--- config.mk ---
export PLATFORM = sky130hd
export DESIGN_NAME = regfile_mp_flat
export DESIGN_NICKNAME = d
export VERILOG_FILES = /design/src/rtl/regfile_mp_if.sv /design/src/rtl/regfile_mp.sv /design/src/flat_wrapper.sv
export SDC_FILE = /design/constraint.sdc
export NUM_CORES = 2
export LEC_CHECK = 0
export CORE_MARGIN = 2
export CORE_UTILIZATION = 30
export CTS_BUF_LIST = sky130_fd_sc_hd__clkbuf_8 sky130_fd_sc_hd__clkbuf_16
export CTS_CLUSTER_DIAMETER = 120
export DETAILED_ROUTE_END_ITERATION = 7
export PLACE_DENSITY = 0.52
export SYNTH_ARGS = -nofsm -noshare
export SYNTH_HDL_FRONTEND = slang
export SYNTH_SLANG_ARGS = --single-unit
--- constraint.sdc ---
create_clock -name clock -period 2.5 [get_ports clock]
set_input_delay 0.25 -clock clock [delete_from_list [all_inputs] [get_ports clock]]
set_output_delay 0.25 -clock clock [all_outputs]
set_load 0.05 [all_outputs]
--- src/rtl/regfile_mp_if.sv ---
// Decode-stage register file bus: read ports, two write ports and the
// pending-load scoreboard set request. Clock and reset stay outside.
interface regfile_mp_if #(
    parameter int DATA_W = 32,
    parameter int ADDR_W = 5,
    parameter int NUM_RD = 2
);
    logic [NUM_RD*ADDR_W-1:0] rd_addr;
    logic [NUM_RD*DATA_W-1:0] rd_data;
    logic [NUM_RD-1:0]        rd_busy;
    logic                     wa_en;
    logic [ADDR_W-1:0]        wa_addr;
    logic [DATA_W-1:0]        wa_data;
    logic                     wb_en;
    logic [ADDR_W-1:0]        wb_addr;
    logic [DATA_W-1:0]        wb_data;
    logic                     sb_set;
    logic [ADDR_W-1:0]        sb_addr;
    logic                     any_busy;

    // Decode / writeback side
    modport master (
        output rd_addr, wa_en, wa_addr, wa_data, wb_en, wb_addr, wb_data,
               sb_set, sb_addr,
        input  rd_data, rd_busy, any_busy
    );

    // Register file side
    modport slave (
        input  rd_addr, wa_en, wa_addr, wa_data, wb_en, wb_addr, wb_data,
               sb_set, sb_addr,
        output rd_data, rd_busy, any_busy
    );
endinterface

--- src/rtl/regfile_mp.sv ---
// Multi-port register file with two write ports (A: ALU/link, B: load),
// combinational write-through bypass and a per-register pending-load
// scoreboard that flags operands decode must stall on.
module regfile_mp #(
    parameter int DATA_W   = 32,
    parameter int ADDR_W   = 5,
    parameter int NUM_RD   = 2,
    parameter int ZERO_REG = 1
) (
    input  logic          clock,
    input  logic          reset,
    regfile_mp_if.slave   rf
);
    localparam int DEPTH = 2 ** ADDR_W;
    localparam bit ZR    = (ZERO_REG != 0);

    logic [DATA_W-1:0] regs [DEPTH];
    logic [DEPTH-1:0]  busy;

    logic wa_ok;
    logic wb_ok;
    logic sb_ok;

    // Qualify each request: with a hardwired zero register, anything aimed
    // at address 0 is dropped.
    always_comb begin
        wa_ok = rf.wa_en  && !(ZR && (rf.wa_addr == '0));
        wb_ok = rf.wb_en  && !(ZR && (rf.wb_addr == '0));
        sb_ok = rf.sb_set && !(ZR && (rf.sb_addr == '0));
    end

    // Register array: port A is applied after port B so the younger
    // instruction's result wins on a same-address conflict.
    always_ff @(posedge clock or negedge reset) begin
        if (!reset) begin
            for (int k = 0; k < DEPTH; k++) begin
                regs[k] <= '0;
            end
        end else begin
            if (wb_ok) begin
                regs[rf.wb_addr] <= rf.wb_data;
            end
            if (wa_ok) begin
                regs[rf.wa_addr] <= rf.wa_data;
            end
        end
    end

    // Pending-load scoreboard: a completing load clears its bit, a newly
    // issued load sets it; set is applied last so a new load replaces the
    // one finishing in the same cycle. Port A never touches these bits.
    always_ff @(posedge clock or negedge reset) begin
        if (!reset) begin
            busy <= '0;
        end else begin
            if (wb_ok) begin
                busy[rf.wb_addr] <= 1'b0;
            end
            if (sb_ok) begin
                busy[rf.sb_addr] <= 1'b1;
            end
        end
    end

    for (genvar i = 0; i < NUM_RD; i++) begin : g_rd
        logic [ADDR_W-1:0] addr;
        logic              zero_hit;
        logic              a_hit;
        logic              b_hit;

        assign addr     = rf.rd_addr[i*ADDR_W +: ADDR_W];
        assign zero_hit = ZR && (addr == '0);
        assign a_hit    = rf.wa_en && (rf.wa_addr == addr);
        assign b_hit    = rf.wb_en && (rf.wb_addr == addr);

        // Bypass priority: zero register, then port A, then port B, then array.
        assign rf.rd_data[i*DATA_W +: DATA_W] =
            zero_hit ? '0         :
            a_hit    ? rf.wa_data :
            b_hit    ? rf.wb_data :
                       regs[addr];

        // A load completing this cycle satisfies the pending operand.
        assign rf.rd_busy[i] = busy[addr] && !b_hit && !zero_hit;
    end

    assign rf.any_busy = |rf.rd_busy;

endmodule

--- src/flat_wrapper.sv ---
// flat-port wrapper written by rule: the top's interface ports become plain ports
module regfile_mp_flat 
#(
    parameter int DATA_W   = 32,
    parameter int ADDR_W   = 5,
    parameter int NUM_RD   = 2,
    parameter int ZERO_REG = 1
)
  (clock, reset, rf_rd_addr, rf_wa_en, rf_wa_addr, rf_wa_data, rf_wb_en, rf_wb_addr, rf_wb_data, rf_sb_set, rf_sb_addr, rf_rd_data, rf_rd_busy, rf_any_busy);
  regfile_mp_if #(.DATA_W(DATA_W), .ADDR_W(ADDR_W), .NUM_RD(NUM_RD)) rf_i ();
  input  logic clock;
  input  logic reset;
  input wire logic [$bits(rf_i.rd_addr)-1:0] rf_rd_addr;
  input wire logic [$bits(rf_i.wa_en)-1:0] rf_wa_en;
  input wire logic [$bits(rf_i.wa_addr)-1:0] rf_wa_addr;
  input wire logic [$bits(rf_i.wa_data)-1:0] rf_wa_data;
  input wire logic [$bits(rf_i.wb_en)-1:0] rf_wb_en;
  input wire logic [$bits(rf_i.wb_addr)-1:0] rf_wb_addr;
  input wire logic [$bits(rf_i.wb_data)-1:0] rf_wb_data;
  input wire logic [$bits(rf_i.sb_set)-1:0] rf_sb_set;
  input wire logic [$bits(rf_i.sb_addr)-1:0] rf_sb_addr;
  output wire logic [$bits(rf_i.rd_data)-1:0] rf_rd_data;
  output wire logic [$bits(rf_i.rd_busy)-1:0] rf_rd_busy;
  output wire logic [$bits(rf_i.any_busy)-1:0] rf_any_busy;
  assign rf_i.rd_addr = rf_rd_addr;
  assign rf_i.wa_en = rf_wa_en;
  assign rf_i.wa_addr = rf_wa_addr;
  assign rf_i.wa_data = rf_wa_data;
  assign rf_i.wb_en = rf_wb_en;
  assign rf_i.wb_addr = rf_wb_addr;
  assign rf_i.wb_data = rf_wb_data;
  assign rf_i.sb_set = rf_sb_set;
  assign rf_i.sb_addr = rf_sb_addr;
  assign rf_rd_data = rf_i.rd_data;
  assign rf_rd_busy = rf_i.rd_busy;
  assign rf_any_busy = rf_i.any_busy;
  regfile_mp #(.DATA_W(DATA_W), .ADDR_W(ADDR_W), .NUM_RD(NUM_RD), .ZERO_REG(ZERO_REG)) u_core (.clock(clock), .reset(reset), .rf(rf_i));
endmodule
# --- Word-level counts from Yosys, hierarchy flattened ---
# Cells that the tools add are included.
# Widths: inputs -> output; s select.
classes:
  n_addsub: 0
  mul: 0
  div_mod_pow: 0
  magnitude_cmp: 12
  eq_ne: 4
  shifts: 0
  muxes: 30
  n_bitwise: 7
  reduce_logical: 28
op_table:
  columns: ["op", "n"]
  rows:
  - ["$bwmux 1024", 2]
  - ["$mux 1024", 2]
  - ["$mux 32", 14]
  - ["$bmux 32 s5", 2]
  - ["$demux 32 s5", 2]
  - ["$and 32x32->32", 1]
  - ["$not 32->32", 1]
  - ["$or 32x32->32", 1]
  - ["$logic_not 5->1", 5]
  - ["$ge 6x6->1 const B", 4]
  - ["$lt 5x6->1 const B", 4]
  - ["$not 5->6", 4]
  - ["$eq 5x5->1", 4]
  - ["$logic_and 1x1->1", 15]
  - ["$lt 6x1->1 const B", 2]
  - ["$bmux 1 s5", 2]
  - ["$demux 1 s5", 2]
  - ["$ge 5x1->1 const B", 2]
  - ["$logic_not 1->1", 7]
  - ["$mux 1", 4]
  - ["$reduce_or 2->1", 1]
totals:
  regBits: 1056
  latchBits: 0
  mem_bits_rw: 0
  mem_bits_ro: 0
  in_bits: 94
  out_inout_bits: 67
  wordCells: 114
  mem_count: 0

# --- Depth between registers and ports, before layout ---
depth:
  word_depth: 9
  mapped_depth: 11
  mapped_depth_nobuf: 6

# --- Least setup slack after synthesis ---
# OpenSTA, ideal clock, no wires.
synth_path:
  kind: "input-to-output"
  startpoint: "in rf_wa_addr[1]"
  endpoint: "out rf_rd_data[30]"
  arrival_ns: 2.726
  setup_slack_ns: -0.476
  path_stages: 8
  path_buffers: 3
  cell_sequence: "buf_2 -> xor2_1 -> nor4_1 -> and3_1 -> buf_2 -> buf_1 -> a21oi_1 -> o21ai_0"
synth_via:
  elab_chain_len: 4
synth_rtl:
  columns: ["item", "line_no", "source"]
  rows:
  - ["start, declared", "flat_wrapper.sv:15", "input wire logic [$bits(rf_i.wa_addr)-1:0] rf_wa_addr;"]
  - ["$eq 5x5->1", "regfile_mp.sv:73", "assign a_hit = rf.wa_en && (rf.wa_addr == addr);"]
  - ["$logic_and 1x1->1", "regfile_mp.sv:73", null]
  - ["$mux 32", "regfile_mp.sv:79", "a_hit ? rf.wa_data :"]
  - ["$mux 32", "regfile_mp.sv:78", "zero_hit ? '0 :"]
  - ["end, declared", "flat_wrapper.sv:22", "output wire logic [$bits(rf_i.rd_data)-1:0] rf_rd_data;"]
# Every way passes these cells.

# --- Worst setup path after layout ---
layout_path:
  startpoint: "reg u_core.regs[514] (netlist name)"
  endpoint: "out rf_rd_data[2]"
layout_via:
  elab_chain_len: 6
layout_rtl:
  columns: ["item", "line_no", "source"]
  rows:
  - ["start, declared", "regfile_mp.sv:17", "logic [DATA_W-1:0] regs [DEPTH];"]
  - ["start signal, assigned by index", "regfile_mp.sv:41", "regs[rf.wb_addr] <= rf.wb_data;"]
  - ["start signal, assigned by index", "regfile_mp.sv:44", "regs[rf.wa_addr] <= rf.wa_data;"]
  - ["$bmux 32 s5", "regfile_mp.sv:81", "regs[addr];"]
  - ["$mux 32 (implied by the code) (2 in a row)", "regfile_mp.sv:81", null]
  - ["$mux 32", "regfile_mp.sv:80", "b_hit ? rf.wb_data :"]
  - ["$mux 32", "regfile_mp.sv:79", null]
  - ["$mux 32", "regfile_mp.sv:78", null]
# Every way passes these cells. The select of a mux whose other input is x is not followed.

==> impl_metrics.py <==
metrics = {
    "sta": {
        "hold_ws_ns": 0.239,
        "rsz0062_at_grt": "true",
        "final.setup.worst_slack_ns": -0.929,
        "worst_clock_skew_ns": 0,
        "setup_tns_ns": -32.04,
        "period_share_pct": 137,
        "timing.fmax_mhz": 292,
        "slew_headroom_pct": 51.2,
        "tightest_slew_ns": 0.731,
        "setup_viol": 67,
        "period_needed_ns": 3.43,
        "hold_viol": 0,
        "finalMaxSlewViolations": 0,
    },
    "logic_synthesis": {
        "synth-main-ff-cell": "dfrtp_1",
        "synthesis.instances": 6288,
        "synth_edf_count": 0,
        "yosysWarnings": 0,
        "synth-seq-cells": 1056,
        "synthArstFlopShare_pct": 100,
        "synth_area_mm2": 0.0669,
        "yosysUniqueCellTypes": 66,
        "synth_fp_nets": 6382,
        "syn-mean-instance-area_um2": 10.6,
        "seq_area_frac_synth_pct": 39.5,
    },
    "global_route": {
        "grt_max_degree": 89,
        "grtUsageMet3_pct": 6.93,
        "use_met2_pct": 43.7,
        "busiest_layer": "met2",
        "grt_antenna_before_repair": 7,
        "grt_pass1_vias": 57238,
        "grt-ovfl-total": 0,
        "met1_usage_pct": 35.8,
        "grt_pass1_wl_um": 465000,
        "track_usage_pct": 28.6,
    },
    "clock_network": {
        "cts_buffers": 119,
        "cts_buffer_depth": 3,
        "h-tree-depth": 3,
        "clock_sinks": 1056,
        "clk_pin_slew_worst_paths_ns": 0.07,
        "root_buffer": "clkbuf_16",
        "cts_tree": "yes",
        "clk_latency_ns": 0.75,
    },
    "power_and_ir_drop": {
        "power.leakage_nw": 36.1,
        "p_per_area_mw_per_mm2": 769,
        "vdd_ir_drop_max_v": 0.000632,
    },
    "place": {
        "place_area_mm2": 0.0795,
        "place_hpwl_um": 227000,
        "gp_congestion": 0.967,
        "portBuffers": 160,
    },
    "layout": {
        "synthToLayoutAreaGrowth_pct": 28.2,
        "fill_cells": 21532,
        "register_area_mm2": 0.0264,
        "drive_gt1_share_pct": 31.0,
        "design_area_mm2": 0.0858,
        "multi_input_area_mm2": 0.0388,
        "final_util_pct": 38.6,
        "layout.nets": 6772,
    },
    "drt": {
        "via_count": 58735,
        "drc_errors": 0,
        "dr.pass1.iters": 6,
        "wire_per_inst_um": 34.1,
        "drt-total-wl_um": 333000,
        "via_per_inst": 6.02,
        "postRouteAntennaNets": 0,
        "drt_iter0_drc": 7332,
    },
    "floorplan": {
        "rows": 173,
        "die_x_um": 476,
        "design.die.area_mm2": 0.227,
        "die_h_um": 476,
        "ios": 161,
        "initial_core_util_pct": 30.1,
        "fp.coreArea_mm2": 0.222,
    },
    "critical_path": {
        "cp.required_ns": 2.25,
        "slowest_stage": "mux4_2",
        "end_kind": "primary output",
        "path_max_fanout": 2,
        "critPathBufInv": 1,
        "crit_chain": "mux4_2 > mux4_2 > o211ai_1 > o21ai_2 > buf_6",
        "path_delay_family": "multiplexers",
        "arrival_ns": 3.18,
        "max_stage_delay_ns": 0.56,
        "path_common_cell": "mux4_2",
        "startpoint_type": "flop",
        "critPathKind": "reg2out",
    },
    "run_status": {
        "status": "finished with violations",
        "failed_checks": "setup timing",
    },
    "hold_path": {
        "hold_path.class": "in2reg",
    },
    "job": {
        "drv_cap": 0,
    },
}
layout make-up:
type                    count  area share [%]
well taps                2975            4.34
multi-input cells        4387            45.2
inverters                  13          0.0569
clock inverters            79            1.05
diodes                      3         0.00875
repair buffers           1101            14.6
flip-flops and latches   1056            30.8
clock buffers             146            3.93
cells by family after synthesis:
kind of cell / after synthesis / share of synthesized area (%)
buffers and inverters: 845 / 5.84
AND/OR/NAND/NOR: 1298 / 7.94
XOR/XNOR: 20 / 0.262
flip-flops: 1056 / 39.5
AO/OA/AOI/OAI: 1537 / 13.4
multiplexers: 1532 / 33.1
through the flow:
stage	total power [W]	cells	setup WS, ns
after floorplan	0.0366	6288	-0.101
after global placement	0.0444	9486	-0.873
after detailed placement	0.0449	9486	-0.842
after CTS	0.0653	9741	-0.987
after global routing	0.0683	9758	-0.941
final	0.0659	9760	-0.929
metal layers:
metal / up-vias / share of wire, %
met4: 6 / 8.0
met3: 1014 / 9.7
met2: 3819 / 45
met5: - / 0.014
li1: 24078 / -
met1: 29818 / 38
flip-flops by register name, summed over array words and instances (netlist names):
register,count
u_core.busy,32
u_core.regs,1024
cells in the final DEF, fill, tap and decap left out, types with 20 or more instances in the layout:
master / netlist / routed
mux2i_1: 989 / 979
nand2_1: 375 / 335
nor2_4: 0 / 27
nor2_1: 756 / 722
o21ai_1: 47 / 22
inv_1: 12 / 35
clkinv_2: 0 / 24
clkbuf_16: 0 / 121
buf_6: 24 / 53
a22oi_2: 0 / 31
a32oi_1: 139 / 139
a21oi_4: 0 / 20
a21oi_1: 766 / 726
nor2b_1: 34 / 22
clkbuf_8: 0 / 25
a211oi_1: 51 / 21
nand3_1: 40 / 22
dfrtp_1: 1056 / 1056
a22oi_1: 67 / 36
clkdlybuf4s50_1: 0 / 82
buf_4: 43 / 654
a211oi_2: 0 / 27
a21oi_2: 1 / 21
buf_12: 9 / 298
mux4_2: 532 / 540
o21ai_2: 0 / 21
nand2_4: 0 / 29
o21ai_0: 338 / 329
worst register-to-register path, cell delays in order (launching register included):
cell	delay [ns]
dfrtp_1	0.40
buf_6	0.12
buf_4	0.12
a32oi_1	0.18
a21oi_1	0.10
Yosys cell counts (10+ instances only):
master | number | area share (%)
mux4_2 | 532 | 18
buf_1 | 69 | 0.39
o22ai_1 | 29 | 0.27
and2_0 | 10 | 0.093
nor2b_1 | 34 | 0.32
nor3_1 | 11 | 0.082
and3_1 | 10 | 0.093
o21ai_1 | 47 | 0.35
buf_6 | 24 | 0.40
a22o_1 | 11 | 0.14
a32oi_1 | 139 | 1.8
nor2_1 | 756 | 4.2
a221oi_1 | 31 | 0.41
o21ai_0 | 338 | 2.5
nand3_1 | 40 | 0.30
buf_4 | 43 | 0.48
nand2b_1 | 10 | 0.093
o221ai_1 | 12 | 0.16
a211oi_1 | 51 | 0.57
mux4_1 | 10 | 0.39
inv_1 | 12 | 0.067
nand2_1 | 375 | 2.1
buf_2 | 151 | 1.1
xor2_1 | 12 | 0.16
mux2i_1 | 989 | 15
clkbuf_2 | 12 | 0.090
a21oi_1 | 766 | 5.7
clkbuf_1 | 520 | 2.9
a2111oi_0 | 12 | 0.16
dfrtp_1 | 1056 | 39
a22oi_1 | 67 | 0.75
repair_timing:
action,4_1_cts,5_1_grt
endpoints found under the setup margin,67,67
pin swaps,152,84
hold endpoints to repair,396,0
hold buffers,3,0
cloned,0,0
setup buffers,45,24
gates resized for setup,258,106
final timing paths:
path	slack (ns)	startpoint	cells past startpoint	end
worst max-delay path	-0.93	u_core.regs[514]	5	rf_rd_data[2]
worst min-delay path	0.24	rf_wa_data[15]	3	u_core.regs[111]
worst max register to register	1.45	u_core.regs[928]	4	u_core.regs[928]
worst min register to register	0.39	u_core.regs[1018]	0	u_core.regs[1018]
max in group asynchronous	1.01	reset	5	u_core.regs[649]
min in group asynchronous	0.53	reset	3	u_core.regs[241]
report_power, final:
group	switching (W)	internal, W
Sequential	0.00391	0.0216
Combinational	0.00996	0.0110
Clock	0.00815	0.0114
Total	0.0220	0.0439
Power figures use the tool's default switching activity.
